### src/rtl/envelope_gen.sv
// Per-channel ADSR amplitude envelope: scales one 8-bit wave sample by an 8-bit level.
// Build option: define ENVELOPE_RETRIG_ZERO_EN for hard retrigger (level forced to 0 on gate rise).
module envelope_gen #(
  parameter logic [31:0] PRESCALE = 32'd12_288
) (
  input  logic       clk,
  input  logic       reset,
  input  logic       gate,
  input  logic [7:0] samp_in,
  input  logic [7:0] attack_rate,
  input  logic [7:0] decay_rate,
  input  logic [7:0] sustain_level,
  input  logic [7:0] release_rate,
  output logic [7:0] samp_out,
  output logic [7:0] level,
  output logic [2:0] state,
  output logic       busy
);

  typedef enum logic [2:0] {
    IDLE    = 3'd0,
    ATTACK  = 3'd1,
    DECAY   = 3'd2,
    SUSTAIN = 3'd3,
    RELEASE = 3'd4
  } env_state_e;

  env_state_e st_q, st_d;
  logic [31:0] presc_q;
  logic        tick;
  logic        gate_q, armed_q;
  logic        rise, fall;
  logic [7:0]  step_cnt_q, step_cnt_d;
  logic [7:0]  lvl_q, lvl_d;
  logic [7:0]  rate;
  logic        step;
  logic        stepping;

  // Free-running envelope tick; gate activity never disturbs its phase.
  always_ff @(posedge clk or negedge reset) begin
    if (!reset)                          presc_q <= '0;
    else if (presc_q == PRESCALE - 32'd1) presc_q <= '0;
    else                                 presc_q <= presc_q + 32'd1;
  end

  assign tick = (presc_q == PRESCALE - 32'd1);

  // armed stays low until gate is seen low, so a gate held through reset is not a rise.
  always_ff @(posedge clk or negedge reset) begin
    if (!reset) begin
      gate_q  <= 1'b0;
      armed_q <= 1'b0;
    end else begin
      gate_q  <= gate;
      armed_q <= armed_q | ~gate;
    end
  end

  assign rise = gate & ~gate_q & armed_q;
  assign fall = ~gate & gate_q;

  always_comb begin
    rate = 8'd0;
    case (st_q)
      ATTACK:  rate = attack_rate;
      DECAY:   rate = decay_rate;
      RELEASE: rate = release_rate;
      default: rate = 8'd0;
    endcase
  end

  assign stepping = (st_q == ATTACK) || (st_q == DECAY) || (st_q == RELEASE);
  assign step     = tick && (step_cnt_q >= rate);

  always_comb begin
    st_d  = st_q;
    lvl_d = lvl_q;
    if (rise) begin
      st_d = ATTACK;
`ifdef ENVELOPE_RETRIG_ZERO_EN
      lvl_d = 8'd0;
`endif
    end else if (fall && (st_q == ATTACK || st_q == DECAY || st_q == SUSTAIN)) begin
      st_d = RELEASE;
    end else begin
      case (st_q)
        IDLE: lvl_d = 8'd0;
        ATTACK: begin
          if (lvl_q == 8'hFF) begin
            st_d = DECAY;
          end else if (step) begin
            lvl_d = lvl_q + 8'd1;
            if (lvl_q == 8'hFE) st_d = DECAY;
          end
        end
        DECAY: begin
          if (lvl_q <= sustain_level) st_d = SUSTAIN;
          else if (step)              lvl_d = lvl_q - 8'd1;
        end
        SUSTAIN: lvl_d = sustain_level;
        RELEASE: begin
          if (lvl_q == 8'd0) begin
            st_d = IDLE;
          end else if (step) begin
            lvl_d = lvl_q - 8'd1;
            if (lvl_q == 8'd1) st_d = IDLE;
          end
        end
        default: begin
          st_d  = IDLE;
          lvl_d = 8'd0;
        end
      endcase
    end
  end

  // Step timing restarts on every phase entry, including a retrigger into ATTACK.
  always_comb begin
    step_cnt_d = step_cnt_q;
    if (rise || (st_d != st_q) || !stepping) step_cnt_d = 8'd0;
    else if (tick)                           step_cnt_d = step ? 8'd0 : step_cnt_q + 8'd1;
  end

  always_ff @(posedge clk or negedge reset) begin
    if (!reset) begin
      st_q       <= IDLE;
      lvl_q      <= 8'd0;
      step_cnt_q <= 8'd0;
      samp_out   <= 8'd0;
    end else begin
      st_q       <= st_d;
      lvl_q      <= lvl_d;
      step_cnt_q <= step_cnt_d;
      samp_out   <= 8'((16'(samp_in) * 16'(lvl_q)) >> 8);
    end
  end

  assign level = lvl_q;
  assign state = st_q;
  assign busy  = (st_q != IDLE);

endmodule

### config.mk
export PLATFORM = sky130hd
export DESIGN_NAME = envelope_gen
export DESIGN_NICKNAME = d
export VERILOG_FILES = /design/src/rtl/envelope_gen.sv
export SDC_FILE = /design/constraint.sdc
export NUM_CORES = 1
export LEC_CHECK = 0
export CELL_PAD_IN_SITES_DETAIL_PLACEMENT = 0
export CELL_PAD_IN_SITES_GLOBAL_PLACEMENT = 2
export CORE_MARGIN = 1.5
export CORE_UTILIZATION = 36
export CTS_BUF_LIST = sky130_fd_sc_hd__clkbuf_8
export DETAILED_ROUTE_END_ITERATION = 10
export HOLD_SLACK_MARGIN = 0.06
export PLACE_DENSITY_LB_ADDON = 0.12
export SETUP_SLACK_MARGIN = 0.2
export SYNTH_ARGS = -nofsm -noshare
export SYNTH_HDL_FRONTEND = slang
export SYNTH_SLANG_ARGS = --single-unit
### constraint.sdc
create_clock -name clk -period 5.45 [get_ports clk]
set_input_delay 1.635 -clock clk [delete_from_list [all_inputs] [get_ports clk]]
set_output_delay 1.635 -clock clk [all_outputs]
set_load 0.01 [all_outputs]
==> results of run 1 <==
## worst max-delay path, stage by stage
cell	delay, ns
sky130_fd_sc_hd__buf_8	0.08
sky130_fd_sc_hd__nand2_4	0.04
sky130_fd_sc_hd__fa_1	0.50
sky130_fd_sc_hd__fa_1	0.53
sky130_fd_sc_hd__inv_2	0.04
sky130_fd_sc_hd__fa_1	0.55
sky130_fd_sc_hd__fa_1	0.46
sky130_fd_sc_hd__ha_4	0.19
sky130_fd_sc_hd__a2111oi_4	0.31
sky130_fd_sc_hd__o21ai_1	0.14
sky130_fd_sc_hd__and3_1	0.18
sky130_fd_sc_hd__o41a_1	0.45
sky130_fd_sc_hd__o21a_1	0.21
sky130_fd_sc_hd__a21oi_2	0.12
sky130_fd_sc_hd__xnor2_1	0.12
## per-stage QoR
stage                     setup TNS, ns  instances   util
after global placement            -3.00        874  0.442
after global routing            -0.0295        894  0.466
after floorplan                       0        618      -
after CTS                             0        892  0.460
final                                 0        894  0.466
after detailed placement          -3.55        874  0.442
## repair_timing
action	in CTS	in global routing
pin swaps	13	15
endpoints found under the setup margin	6	6
buffers inserted	2	2
gates resized for setup	44	15
hold endpoints to repair	0	0
## worst max path at each step
stage	from	end	slack [ns]
after detailed placement	samp_in[1]	samp_out[5]	-0.67
after floorplan	samp_in[3]	samp_out[5]	0.1
after global placement	samp_in[1]	samp_out[7]	-0.59
after CTS	samp_in[3]	samp_out[7]	0.17
final	samp_in[4]	samp_out[7]	0.15
after global routing	samp_in[4]	samp_out[7]	-0.03
## state kept, by name, summed over array words and instances, names as in the netlist
signal / flops
step_cnt_q: 8
presc_q: 32
gate_q: 1
armed_q: 1
samp_out: 8
level: 8
state: 3
## placed cells by master (no fill, tap or decap), types with 3 or more instances in the layout
cell type	synthesis	layout
sky130_fd_sc_hd__nand4_1	14	14
sky130_fd_sc_hd__ha_1	56	54
sky130_fd_sc_hd__nand3b_1	5	5
sky130_fd_sc_hd__a31oi_1	3	3
sky130_fd_sc_hd__xnor2_1	26	25
sky130_fd_sc_hd__xor2_1	21	21
sky130_fd_sc_hd__inv_1	58	55
sky130_fd_sc_hd__clkdlybuf4s50_1	0	54
sky130_fd_sc_hd__a22oi_1	9	9
sky130_fd_sc_hd__nor3_1	8	8
sky130_fd_sc_hd__nand3_1	23	23
sky130_fd_sc_hd__a21oi_1	32	30
sky130_fd_sc_hd__o21a_1	3	3
sky130_fd_sc_hd__buf_6	1	4
sky130_fd_sc_hd__nor4_1	6	6
sky130_fd_sc_hd__and4_1	4	4
sky130_fd_sc_hd__nand2b_1	6	6
sky130_fd_sc_hd__nand2_4	0	3
sky130_fd_sc_hd__o22ai_1	4	4
sky130_fd_sc_hd__fa_1	35	32
sky130_fd_sc_hd__dfrtp_1	61	61
sky130_fd_sc_hd__a21o_1	3	3
sky130_fd_sc_hd__nor2b_1	6	6
sky130_fd_sc_hd__inv_2	0	3
sky130_fd_sc_hd__and3_1	11	11
sky130_fd_sc_hd__o21ai_0	22	20
sky130_fd_sc_hd__and2_1	36	34
sky130_fd_sc_hd__nor2_1	51	51
sky130_fd_sc_hd__o21ai_1	6	7
sky130_fd_sc_hd__or3_1	4	4
sky130_fd_sc_hd__a21oi_2	1	3
sky130_fd_sc_hd__clkbuf_8	0	9
sky130_fd_sc_hd__fa_2	0	3
sky130_fd_sc_hd__buf_4	0	35
sky130_fd_sc_hd__nand2_1	59	53
sky130_fd_sc_hd__nand2_2	0	3
## area by class of cell
| class | instances | area, sq um |
|---|---|---|
| fillers | 1430 | 7860 |
| inverters | 59 | 221 |
| clock inverters | 7 | 97.6 |
| repair buffers | 97 | 892 |
| well taps | 184 | 230 |
| multi-input cells | 477 | 3750 |
| clock buffers | 9 | 124 |
| flip-flops and latches | 61 | 1530 |
## routing by layer
metal  global-route usage  vias to the layer above
met5                    0                        -
met2                0.303                       66
met4               0.0345                        0
met3               0.0363                       10
li1                     -                     2270
met1                0.247                     2255
## kinds of logic after synthesis
family | share of synthesized area
buffers and inverters | 0.0561
AOI/OAI and AO/OA | 0.108
xor gates and xnor gates | 0.0750
adders and majority gates | 0.255
DFF | 0.278
and+or+nand+nor | 0.222
muxes | 0.00570
## power breakdown
group          switching, mW  internal [mW]  leakage, nW
registers             0.0799          0.491        0.820
logic                  0.602          0.545         2.39
clock network          0.194          0.259        0.106
==> results.md, run 1 <==
• Synth Register Bits: 61
• number of diodes: 0
• startpoint type of the worst setup path: primary input
• worst hold slack: 0.482 ns
• Slew @ Worst Pin: 0.921 ns
• number of flops mapped to enable cells by yosys: 0
• clock skew: 0.00627 ns
• largest area contributor in the synthesized netlist: sky130_fd_sc_hd__dfrtp_1
• arrival time reported for the critical path endpoint: 5.57 ns
• power density of the placed cells: 317 nW/um^2
• maximum operating frequency: 189 MHz
• # clock sinks: 61
• hold-fix buffer count after cts: 0
• setup-violating endpoint count in the final report: 0
• WHS Path Cells: 1
• worst voltage drop across the vdd grid: 0.000166 V
• number of cell rows: 44
• cells taking the most area after synthesis: sky130_fd_sc_hd__dfrtp_1 28%, sky130_fd_sc_hd__fa_1 13%, sky130_fd_sc_hd__ha_1 13%
• Register-to-Register Setup Slack: 0.86 ns
• most frequent cells after synthesis: 61 x sky130_fd_sc_hd__dfrtp_1, 59 x sky130_fd_sc_hd__nand2_1, 58 x sky130_fd_sc_hd__inv_1
• total detailed-routing wirelength: 13700 microns
• Final Power: 2.17 mW
• Mapped Avg Cell Area: 8.88 sq um
• number of distinct library cell variants in the gate-level netlist after synthesis: 51
• critical path capture point type: flop
• global-route wire length before repair: 23200 microns
• total met2 wirelength after detailed routing: 6580 microns
• Crit path required time: 5.72 ns
• I/O pins: 63
• total via count in the routed design: 4601
• warnings from Yosys: 0
• most frequent cell after synthesis: sky130_fd_sc_hd__dfrtp_1
• unrepaired setup endpoints after global routing: yes
• GRT Residual Overflow: 0
• pre-CTS setup slack: -0.674 ns
• maximum number of pins on one net before global-route repair: 41
• root buf cell: sky130_fd_sc_hd__clkbuf_8
• end of the worst register-to-register path: samp_out[7]
• predominant post-synthesis flop cell: sky130_fd_sc_hd__dfrtp_1
• critical path class: in -> reg
• nets@finish: 839
• final weighted congestion in routability-driven placement: 0.788
• die extent in x: 126 microns
• top cell type's share of synthesized area: 0.278
• Die Y: 126 microns
• CTS H-tree lvls: 3
• initial antenna violation count: 0
• start of the worst register-to-register path: level[3]
• final setup margin: 0.151 ns
• synth-to-layout area growth: 24.6%
• clock latency reported for the late side of the worst-skew pair: 0.35 ns
• final hold violations: 0
• worst hold path type: reg -> reg
• Clock transition at path regs: 0.07 ns
• placed wire-length estimate: 10800 microns
• Met3 Wirelength: 452 microns
• Synth async-reset ratio: 1.00
• depth of the most critical reg-to-reg path: 14
• critical path fanouts, max: 4
• vias in the first global route: 4707
• top routing layer in use: met4
• average routed wire per standard cell: 15.3 microns
• GRT Util Overall: 0.182
• M1 wire length: 6540 microns
• Iteration-0 DRC Markers: 210
• cell area reported after detailed placement: 6500 sq um
• outcome: completed
• Layout Cell Area excl Fill: 6840 sq um
• share of post-route cells with drive strength above 1: 0.115
• HP Start: presc_q[31]
• Initial Util: 0.374
• Tmin final: 5.30 ns
• Mapped Cells: 618
• Final period util: 0.972
• area of the die: 16000 sq um
• Static Leakage: 3.31 nW
• TritonCTS clock tree: built
• sequential cell area fraction in the yosys report: 0.278
• destination of the worst hold path: presc_q[31]
• post-synthesis net count: 752
• clock buffer count from CTS: 9
• number of buffers inserted by port buffering: 62
• Via-to-Cell Ratio: 5.15
• area of the core: 14700 sq um
• Max-Slew Margin vs Limit: 0.386
• drt pass-1 iters: 4
• remaining antenna violation count: 0
• Max Transition Viols Final: 0
• Mapped Area: 5490 sq um
• max-capacitance violation count: 0
• drc violations: 0
• Clock Tree Buf Depth: 2
Note: power is estimated with default switching activity, not from simulation.
==> run 2: changes to the inputs <==
Settings changed: CORE_UTILIZATION 36 to 35.
==> results.md, run 2 (same netlist as run 1, synthesis figures left out) <==
• outcome: completed
• Iteration-0 DRC Markers: 236
• pre-CTS setup slack: -0.637 ns
• Final Power: 2.14 mW
• net switching component of the power: 878 uW
• part of the total power dissipated in the clock network: 0.190
• synth-to-layout area growth: 23.8%
• Bufs and invs on worst path: 2
• area of the core: 15300 sq um
• drc violations: 0
• Critical Path, Cell by Cell: buf_8, nand2_4, fa_1, fa_1, inv_2, fa_1, fa_1, ha_2, a2111oi_4, o21ai_1, and3_1, o41a_1, o21a_1, a21oi_2, xnor2_1
• arrival time reported for the critical path endpoint: 5.52 ns
• total via count in the routed design: 4534
• number of cell rows: 45
• power density of the placed cells: 314 nW/um^2
• worst voltage drop across the vdd grid: 0.000127 V
• Finished Core Util: 0.446
• Max Transition Viols Final: 0
• Max-Slew Margin vs Limit: 0.552
• Slew @ Worst Pin: 0.666 ns
• Crit path required time: 5.72 ns
• setup-violating endpoint count in the final report: 0
• I/O pins: 63
• critical path fanouts, max: 4
• global-route wire length before repair: 23200 microns
• design internal power: 1.26 mW
• final setup margin: 0.207 ns
• clock buffer count from CTS: 9
• Final period util: 0.962
• worst hold path type: reg -> reg
• sequential share of power: 0.272
• share of post-route cells with drive strength above 1: 0.106
• Die Y: 128 microns
• Post-Place Cells: 898
• Initial Util: 0.360
• CTS H-tree lvls: 3
• Clock Tree Buf Depth: 2
• maximum number of pins on one net before global-route repair: 37
• combinational power share: 0.538
• unrepaired setup endpoints after global routing: yes
• Static Leakage: 3.28 nW
• Clock transition at path regs: 0.07 ns
• average routed wire per standard cell: 14.9 microns
• delay of the slowest critical-path stage: 0.54 ns
• critical path capture point type: flop
• final weighted congestion in routability-driven placement: 0.817
• cell family with the largest share of critical-path delay: adder cells
• nets@finish: 834
• clock latency reported for the late side of the worst-skew pair: 0.35 ns
• drt pass-1 iters: 4
• top register by number of flip-flops: presc_q
• remaining antenna violation count: 0
• clock skew: 0.00740 ns
• max-capacitance violation count: 0
• most frequent standard cell in the layout excluding fill and tap cells: sky130_fd_sc_hd__dfrtp_1
• Tmin final: 5.24 ns
• switching share of power: 0.411
• number of diodes: 0
• GRT Util Overall: 0.177
• initial antenna violation count: 0
• root buf cell: sky130_fd_sc_hd__clkbuf_8
• number of buffers inserted by port buffering: 62
• max FFs per register: 32
• # clock sinks: 61
• die extent in x: 128 microns
• Via-to-Cell Ratio: 4.95
• slowest stage cell on the critical path: sky130_fd_sc_hd__fa_1
• critical path class: in -> reg
• area of the die: 16400 sq um
• placed wire-length estimate: 10600 microns
• GRT Residual Overflow: 0
• vias in the first global route: 4627
• non-filler cells in the finished layout: 916
• maximum operating frequency: 191 MHz
• leading cell types in the layout, fill and taps excluded: 61 x sky130_fd_sc_hd__dfrtp_1, 56 x sky130_fd_sc_hd__inv_1, 55 x sky130_fd_sc_hd__nand2_1
• total detailed-routing wirelength: 13700 microns
• final hold violations: 0
• TritonCTS clock tree: built
• cell mode on critical path: sky130_fd_sc_hd__fa_1
• startpoint type of the worst setup path: primary input
-- run 2: cell count changes in the layout (fill, tap and decap cells not counted), sizes merged --
cell           delta
buf               -5
inv               +3
clkbuf            +2
clkinvlp          -2
bufinv            -1
clkdlybuf4s50     -1
clkinv            -1
dlygate4sd2       -1
dlymetal6s2s      +1
-- run 2: layout make-up --
| type | count | area, sq um |
|---|---|---|
| Fill cell | 1508 | 8460 |
| Tap cell | 211 | 264 |
| Inverter | 59 | 221 |
| Timing Repair Buffer | 92 | 840 |
| Multi-Input combinational cell | 477 | 3750 |
| Clock inverter | 6 | 55.1 |
| Sequential cell | 61 | 1530 |
| Clock buffer | 10 | 138 |
-- run 2: final timing paths --
path	start	endpoint	slack (ns)	cells past startpoint
hold reg to reg	presc_q[4]	presc_q[4]	0.47	1
hold / removal	presc_q[4]	presc_q[4]	0.47	1
setup / recovery	samp_in[3]	samp_out[7]	0.21	15
max in group asynchronous	reset	level[1]	3.23	2
min in group asynchronous	reset	presc_q[20]	1.29	1
setup reg to reg	level[4]	samp_out[7]	0.78	14
-- run 2: metal layers --
layer,track usage,vias up,routed length [microns]
li1,-,2250,-
met1,0.249,2229,6840
met2,0.286,48,6430
met3,0.0317,7,288
met4,0.0357,0,112
met5,0,-,0
-- run 2: what timing repair did --
action,CTS,global route
setup endpoints to repair,6,4
hold buffers,0,0
setup buffers,0,2
resized for setup,25,32
pin swaps,12,19
-- run 2: stage by stage --
step	area (sq um)	TNS, ns	hold slack [ns]
finish	6800	0	0.473
CTS	6730	0	0.476
global route	6800	0	0.513
detailed placement	6520	-3.35	0.466
floorplan	5510	0	0.439
global placement	6520	-2.77	0.458
-- run 2: power groups by stage --
stage	clock network, mW	registers [mW]	logic, mW
6_report	0.405	0.582	1.15
2_1_floorplan	0	0.551	0.715
3_3_place_gp	0	0.593	1.07
4_1_cts	0.426	0.585	1.13
5_1_grt	0.443	0.595	1.32
3_5_place_dp	0	0.592	1.09
==> run 3: changes to the inputs <==
Settings changed: CORE_UTILIZATION 35 to 33, CTS_CLUSTER_SIZE set to 40.
Clock period 5.45 ns to 4.67 ns, I/O delays scaled along.
==> results.md, run 3 (same netlist as run 1, synthesis figures left out) <==
• vias in the first global route: 4804
• critical path class: in -> reg
• Via-to-Cell Ratio: 4.94
• max FFs per register: 32
• TritonCTS clock tree: built
• number of diodes: 0
• share of post-route cells with drive strength above 1: 0.137
• number of cell rows: 46
• CTS H-tree lvls: 3
• area of the die: 17400 sq um
• area occupied by multi-input gates: 3780 sq um
• average routed wire per standard cell: 14.9 microns
• Final period util: 1.06
• top register by number of flip-flops: presc_q
• arrival time reported for the critical path endpoint: 5.23 ns
• WHS Path Cells: 1
• worst hold path type: reg -> reg
• Initial Util: 0.342
• worst hold slack: 0.477 ns
• clock buffer count from CTS: 9
• final weighted congestion in routability-driven placement: 0.809
• outcome: finished with violations
• Slew @ Worst Pin: 0.730 ns
• violated checks: negative setup slack
• die extent in x: 132 microns
• leading cell types in the layout, fill and taps excluded: 61 x sky130_fd_sc_hd__dfrtp_1, 55 x sky130_fd_sc_hd__nand2_1, 54 x sky130_fd_sc_hd__inv_1
• FF/Latch Area: 1530 sq um
• Max-Slew Margin vs Limit: 0.513
• destination of the worst hold path: presc_q[31]
• final hold violations: 0
• Die Y: 132 microns
• nets@finish: 852
• critical path capture point type: flop
• unrepaired setup endpoints after global routing: yes
• Finished Core Util: 0.436
• Tmin final: 4.95 ns
• GRT Util Overall: 0.168
• total via count in the routed design: 4635
• root buf cell: sky130_fd_sc_hd__clkbuf_8
• Iteration-0 DRC Markers: 204
• power density of the placed cells: 381 nW/um^2
• HP Start: presc_q[31]
• # clock sinks: 61
• GRT Residual Overflow: 0
• Max Transition Viols Final: 0
• Clock transition at path regs: 0.07 ns
• synth-to-layout area growth: 27.5%
• number of inserted filler cells in the final layout: 1604
• placed wire-length estimate: 10900 microns
• depth of the most critical reg-to-reg path: 14
• end of the worst register-to-register path: samp_out[7]
• hold-fix buffer count after cts: 0
• first element of the critical path: samp_in[2]
• start of the worst register-to-register path: level[4]
• Clock Tree Buf Depth: 2
• maximum number of pins on one net before global-route repair: 33
• critical path fanouts, max: 5
• area of the core: 16100 sq um
• max-capacitance violation count: 0
• drc violations: 0
• remaining antenna violation count: 0
• final setup margin: -0.284 ns
• most frequent standard cell in the layout excluding fill and tap cells: sky130_fd_sc_hd__dfrtp_1
• Final Power: 2.67 mW
• Static Leakage: 3.38 nW
• worst voltage drop across the vdd grid: 0.000171 V
• initial antenna violation count: 0
• Register-to-Register Setup Slack: 0.27 ns
• drt pass-1 iters: 4
• Crit path required time: 4.94 ns
• maximum operating frequency: 202 MHz
• number of buffers inserted by port buffering: 62
• global-route wire length before repair: 23900 microns
• startpoint type of the worst setup path: primary input
• clock latency reported for the late side of the worst-skew pair: 0.35 ns
• total detailed-routing wirelength: 14000 microns
• I/O pins: 63
• clock skew: 0.0133 ns
• setup-violating endpoint count in the final report: 6
==> run 3: cell type report <==
type / count / area share
Clock buffer: 12 / 0.0236
Inverter: 59 / 0.0316
Timing Repair Buffer: 110 / 0.140
Tap cell: 216 / 0.0386
Clock inverter: 4 / 0.00769
Sequential cell: 61 / 0.218
Multi-Input combinational cell: 477 / 0.540
==> run 3: power by group <==
part           total, mW  switching (mW)  internal [mW]
clock              0.516           0.224          0.292
combinational       1.51           0.787          0.724
sequential         0.642          0.0691          0.573
total               2.67            1.08           1.59
==> run 3: timing repair <==
item / in CTS / in global routing
gates resized for setup: 48 / 19
setup buffers: 2 / 5
setup endpoints to repair: 8 / 7
pin swaps: 18 / 18
==> run 3: critical path, stage by stage <==
cell	delay, ns
sky130_fd_sc_hd__buf_8	0.11
sky130_fd_sc_hd__and2_4	0.13
sky130_fd_sc_hd__fa_2	0.39
sky130_fd_sc_hd__fa_1	0.48
sky130_fd_sc_hd__inv_1	0.05
sky130_fd_sc_hd__fa_1	0.45
sky130_fd_sc_hd__fa_1	0.51
sky130_fd_sc_hd__inv_2	0.05
sky130_fd_sc_hd__ha_4	0.16
sky130_fd_sc_hd__a2111oi_4	0.32
sky130_fd_sc_hd__o21ai_2	0.11
sky130_fd_sc_hd__and3_4	0.16
sky130_fd_sc_hd__o41a_1	0.44
sky130_fd_sc_hd__o21a_1	0.21
sky130_fd_sc_hd__a21oi_2	0.14
sky130_fd_sc_hd__xnor2_1	0.12
==> run 3: stage by stage <==
stage,TNS (ns),instance area (sq um),cells,setup WS (ns)
3_5_place_dp,-8.01,6620,916,-1.26
5_1_grt,-2.05,7000,939,-0.433
2_1_floorplan,-1.71,5510,618,-0.446
4_1_cts,-1.16,6900,934,-0.309
6_report,-1.13,7000,939,-0.284
3_3_place_gp,-7.29,6620,916,-1.15
==> run 3: how the worst max path moves through the flow <==
stage | cells after the start | slack (ns) | to
finish | 16 | -0.28 | samp_out[7]
global placement | 15 | -1.15 | samp_out[7]
detailed placement | 15 | -1.26 | samp_out[7]
floorplan | 15 | -0.45 | samp_out[5]
global route | 17 | -0.43 | samp_out[7]
CTS | 15 | -0.31 | samp_out[7]
==> run 3: metal layers <==
| metal | global-route usage | up-vias | wire length (microns) |
|---|---|---|---|
| met3 | 0.0323 | 9 | 456 |
| met1 | 0.232 | 2268 | 6790 |
| met5 | 0 | - | 0 |
| li1 | - | 2290 | - |
| met4 | 0.0377 | 0 | 121 |
| met2 | 0.273 | 68 | 6670 |
==> edit 1: new RTL, config.mk and constraints of run 2 <==
Add a define of `ENVELOPE_RETRIG_ZERO_EN`.
--- a/src/rtl/envelope_gen.sv
+++ b/src/rtl/envelope_gen.sv
@@ -1,4 +1,6 @@
 // Per-channel ADSR amplitude envelope: scales one 8-bit wave sample by an 8-bit level.
 // Build option: define ENVELOPE_RETRIG_ZERO_EN for hard retrigger (level forced to 0 on gate rise).
+`define ENVELOPE_RETRIG_ZERO_EN
+
 module envelope_gen #(
   parameter logic [31:0] PRESCALE = 32'd12_288
Formal check against the unedited RTL: same outputs for any inputs over 10 cycles, from zero or initial values and one cycle with reset low; that may be too few to reach the edited logic, so the function may still have changed.
==> edit 1 against run 2 <==
  * Largest cell class unchanged
  * Sequential cell count unchanged
  * Total power down 23%
  * Synthesized area up 3.3%
  * Setup slack better by 0.055 ns
  * Wire length up 6.1%
  * Clock skew down 0.0019 ns
  * Cell area up 3.0%
  * Cell count up 3.4%
  * Critical endpoint is now samp_out[6]
==> edit 1: results (changes against run 2) <==
| Metric | Value |
|---|---|
| Minimum clock period | `5.19 ns (-0.0547 ns)` |
| Sequential element share of the synthesized area | `0.269 (-0.00883)` |
| Status | `finished clean` |
| Ranking of synthesized cells by area | `dfrtp_1 (27%), fa_1 (12%), ha_1 (12%)` |
| Port Buf Inserts | `62 (unchanged)` |
| Worst r2r dst | `samp_out[6]` |
| CTS max path bufs | `2 (unchanged)` |
| Routed wl met2 | `6.59 mm (+2.5%)` |
| # diodes | `0 (unchanged)` |
| Largest stage delay, worst path | `0.51 ns (-0.03 ns)` |
| Most common library cells after synthesis | `nand2_1 (67), inv_1 (62), dfrtp_1 (61)` |
| M2 GR Usage | `0.295 (+0.00853)` |
| Clk slew on worst S/H paths | `0.07 ns (about the same)` |
| DRT Pass-1 Iters | `4 (unchanged)` |
| Leakage | `0.00328 uW (about the same)` |
| Peak supply drop | `0.123 mV (-3.2%)` |
| 1st-iter DRT viols | `226 (-4.2%)` |
| Nets@finish | `862 (+3.4%)` |
| Crit path arrival time | `5.46 ns (-0.06 ns)` |
| Syn Inst Count | `642 (+3.9%)` |
| Share of layout cells above drive strength 1 | `0.134 (+0.0277)` |
| Worst Hold End | `armed_q` |
| GR Util All Layers | `0.183 (+0.00561)` |
| Gp weighted congestion | `0.808 (-1.1%)` |
| Worst hold start | `armed_q` |
| Hold path depth | `1 (unchanged)` |
| Reg2reg start | `level[4]` |
| Cell count of the worst reg-to-reg path | `15 (+1)` |
| Final Routed Wirelength | `14.5 mm (+6.1%)` |
| Placed Instances | `932 (+3.8%)` |
| GR Util met3 | `0.0324 (+0.000671)` |
| GR Layer Usage met1 | `0.253 (+0.00427)` |
| Fillers | `1617 (+7.2%)` |
| Setup bufs post-CTS | `2 (+2)` |
| Largest net degree at the start of global routing | `33 (-11%)` |
| R2R Setup Slk | `1.04 ns (+0.26 ns)` |
| Cell Area, Placed | `6740 sq um (+3.5%)` |
| Placement Setup Slack | `-0.658 ns (-0.0206 ns)` |
| Worst Tran Pin Value | `0.781 ns (+0.115 ns)` |
| Setup crit start | `samp_in[1]` |
| Routed wl met3 | `628 um (+120%)` |
| Root Driver | `clkbuf_8` |
| Post-CTS sizing | `30 (+20%)` |
| Syn_nets | `775 (+3.1%)` |
| CP max stage cell | `fa_1` |
| Post-detail-place hpwl | `11.3 mm (+6.6%)` |
| Distinct cells, synth | `62 (+22%)` |
| Final hold slack | `0.468 ns (-0.00521 ns)` |
| Global-route wire length before repair | `24.1 mm (+3.7%)` |
| CP top delay family | `adder cells` |
| Tightest Hold Check Type | `flop to flop` |
| Via count of the routed design | `4775 (+5.3%)` |
| Max FFs per register | `32 (unchanged)` |
| Critical path class | `input port to flop` |
| CTS H-tree lvls | `3 (unchanged)` |
| Uppermost layer routed | `met4` |
| Clock Skew | `0.00548 ns (-0.00192 ns)` |
| Met1 wire length | `7.07 mm (+3.3%)` |
| Vias per cell | `5.04 (+1.9%)` |
edit 1: changes by cell type after synthesis, moves of 5 or more:
cell,change
nand2_1,+8
nand3b_1,-5
nand3_1,+8
o21ai_1,-6
and3_1,-6
edit 1: report_power, final:
| part | internal [uW] | total [uW] | switching [uW] |
|---|---|---|---|
| sequential | 475 | 514 | 38.7 |
| combinational | 328 | 722 | 395 |
| clock | 228 | 400 | 172 |
| total | 1030 | 1640 | 606 |
edit 1: cell families (layout without fill, tap and decap cells):
family,count (synthesis),count (layout),synth area share
simple gates,258,258,0.234
mux,3,3,0.00552
xor+xnor,46,46,0.0710
buf+inv,85,174,0.0633
flops,61,61,0.269
fa+ha+maj,90,90,0.245
compound gates,99,99,0.112
edit 1: layout make-up:
type	instances	area [sq um]	area share
clock buffers	11	151	0.0216
clock inverters	2	35.0	0.00500
inverters	62	233	0.0332
multi-input cells	496	3900	0.557
flip-flops and latches	61	1530	0.218
well taps	216	270	0.0386
repair buffers	99	886	0.127
==> edit 2: new RTL, config.mk and constraints of run 2 <==
Without the edit above. Register the output `level` once more, with the module's reset; this adds one clock of latency there. The other outputs are not delayed to match.
--- a/src/rtl/envelope_gen.sv
+++ b/src/rtl/envelope_gen.sv
@@ -136,5 +136,11 @@
   end
 
-  assign level = lvl_q;
+  always_ff @(posedge clk or negedge reset) begin
+    if (!reset) begin
+      level <= '0;
+    end else begin
+      level <= lvl_q;
+    end
+  end
   assign state = st_q;
   assign busy  = (st_q != IDLE);
Check against the original RTL: no difference found for any inputs over 10 cycles, from zero or initial values and one cycle with reset low; that may be too few to reach the edited logic, so the function may still have changed.
==> edit 2 against run 2 <==
  * Wire length rose by 11%
  * Critical endpoint unchanged
  * Critical path type unchanged
  * Non-clock buffer count rose by 11
  * Cell count rose by 5.0%
  * Cell area rose by 7.1%
  * Synthesized area rose by 7.8%
  * Sequential cell count rose by 8
  * Total power rose by 32%
  * Clock skew rose by 0.0095 ns
  * Sequential power rose by 16%
  * Largest power group unchanged
  * Setup slack improved by 0.16 ns
==> edit 2: results (changes against run 2) <==
| Metric | Value |
|---|---|
| Area grow syn2layout | `23.0%` |
| Psw | `1250 uW (+42%)` |
| Number of non-clock inverters in the layout | `62 (+5.1%)` |
| Share of total power in combinational logic | `0.610 (+0.072)` |
| Root Driver | `clkbuf_8` |
| Placement Setup Slack | `-0.551 ns (+0.0869 ns)` |
| Clk slew on worst S/H paths | `0.09 ns (+0.02 ns)` |
| Leakage | `0.00349 uW (+6.4%)` |
| Vias in the first global route | `5101 (+10%)` |
| Fraction of registers with async set/reset | `1.00 (unchanged)` |
| Distinct cells, synth | `50 (-2.0%)` |
| Share of layout cells above drive strength 1 | `0.112 (+0.00548)` |
| DRT Pass-1 Iters | `4 (unchanged)` |
| Ranking of synthesized cells by area | `dfrtp_1 (29%), fa_1 (12%), ha_1 (12%)` |
| #MultiIn Comb | `492 (+3.1%)` |
| Status | `finished clean` |
| Clk_lat worst skew | `0.38 ns (+0.03 ns)` |
| Non-CTS buffers | `103 (+12%)` |
| CP top delay family | `adder cells` |
| Crit path arrival time | `5.35 ns (-0.17 ns)` |
| Clk cell area share | `0.0260 (-0.00239)` |
| Largest net degree at the start of global routing | `70 (+89%)` |
| # clk buffers | `10 (unchanged)` |
| Sequential element share of the synthesized area | `0.292 (+0.0137)` |
| # diodes | `0 (unchanged)` |
| GR Util All Layers | `0.181 (+0.00402)` |
| Cts bufs inserted | `9 (unchanged)` |
| Syn_nets | `781 (+3.9%)` |
| Max FFs per register | `32 (unchanged)` |
| Tightest Hold Check Type | `flop to flop` |
| Post-detail-place hpwl | `11.4 mm (+7.2%)` |
| Avg Cell Area, Syn | `9.15 sq um (+3.0%)` |
| DR WL/cell | `15.8 um (+6.0%)` |
| Worst Tran Pin Value | `0.968 ns (+0.302 ns)` |
| Flop pwr share | `0.240 (-0.032)` |
| Placed Instances | `944 (+5.1%)` |
| Antenna violations before repair | `0 (unchanged)` |
| Cell Area, Placed | `7010 sq um (+7.6%)` |
| Internal power | `1580 uW (+25%)` |
| Via count of the routed design | `4906 (+8.2%)` |
| Clock Skew | `0.0169 ns (+0.00949 ns)` |
| Global-route wire length before repair | `25.4 mm (+9.5%)` |
| 1st-iter DRT viols | `289 (+22%)` |
| Nets@finish | `871 (+4.4%)` |
| CTS max path bufs | `2 (unchanged)` |
| CP max stage cell | `fa_1` |
| Sequential share of cell area | `0.237 (+0.0127)` |
| Gp weighted congestion | `0.821 (+0.50%)` |
| Fillers | `1651 (+9.5%)` |
| Multi-input combinational area share | `0.540 (-0.0126)` |
| Data buffer area share | `0.127 (+0.00388)` |
| Port Buf Inserts | `62 (unchanged)` |
| Final setup vio count | `0 (unchanged)` |
| FF+latch count | `69 (+13%)` |
| Peak supply drop | `0.384 mV (+200%)` |
| Largest stage delay, worst path | `0.55 ns` |
| Crit-path max FO | `4 (unchanged)` |
| Vias per cell | `5.10 (+3.0%)` |
| Most common library cells after synthesis | `dfrtp_1 (69), inv_1 (62), ha_1 (56), nand2_1 (56), nor2_1 (46)` |
-- edit 2: cell types whose count changed in the layout (fill, tap and decap cells not counted), moves of 5 or more --
| cell | change |
|---|---|
| a21o_1 | +5 |
| a21oi_1 | -5 |
| buf_4 | +10 |
| dfrtp_1 | +8 |
| mux2_4 | +6 |
| nand3_1 | +5 |
| nor2_1 | -5 |
| o21ai_1 | -6 |
| xnor2_1 | +5 |
| xor2_1 | -7 |
-- edit 2: per-layer routing --
layer | track usage | vias up | wire, um
li1 | - | 2396 | -
met1 | 0.239 | 2412 | 7110
met2 | 0.300 | 81 | 7360
met3 | 0.0375 | 17 | 539
met4 | 0.0519 | 0 | 221
met5 | 0 | - | 0
-- edit 2: timing repair --
item                                    4_1_cts  5_1_grt
endpoints found under the setup margin        7        7
hold endpoints to repair                      0        0
resized for setup                            10       17
buffers inserted                              0        2
pin swaps                                    10       15
-- edit 2: final timing paths --
kind / start / to / slack (ns) / cells past startpoint
worst max-delay path: samp_in[4] / samp_out[7] / 0.37 / 16
worst min-delay path: presc_q[0] / presc_q[0] / 0.46 / 1
worst max register to register: lvl_q[4] / samp_out[7] / 1.07 / 13
worst min register to register: presc_q[0] / presc_q[0] / 0.46 / 1
max in group asynchronous: reset / lvl_q[4] / 3.46 / 1
min in group asynchronous: reset / presc_q[19] / 1.37 / 1
-- edit 2: logic make-up (layout without fill, tap and decap cells) --
logic type	after synthesis	count (layout)	share of synthesized area
xor gates and xnor gates	45	45	0.0666
muxes	10	10	0.0220
adders and majority gates	91	91	0.237
buffers and inverters	86	181	0.0562
DFF	69	69	0.292
AOI/OAI and AO/OA	102	102	0.110
and+or+nand+nor	244	244	0.216
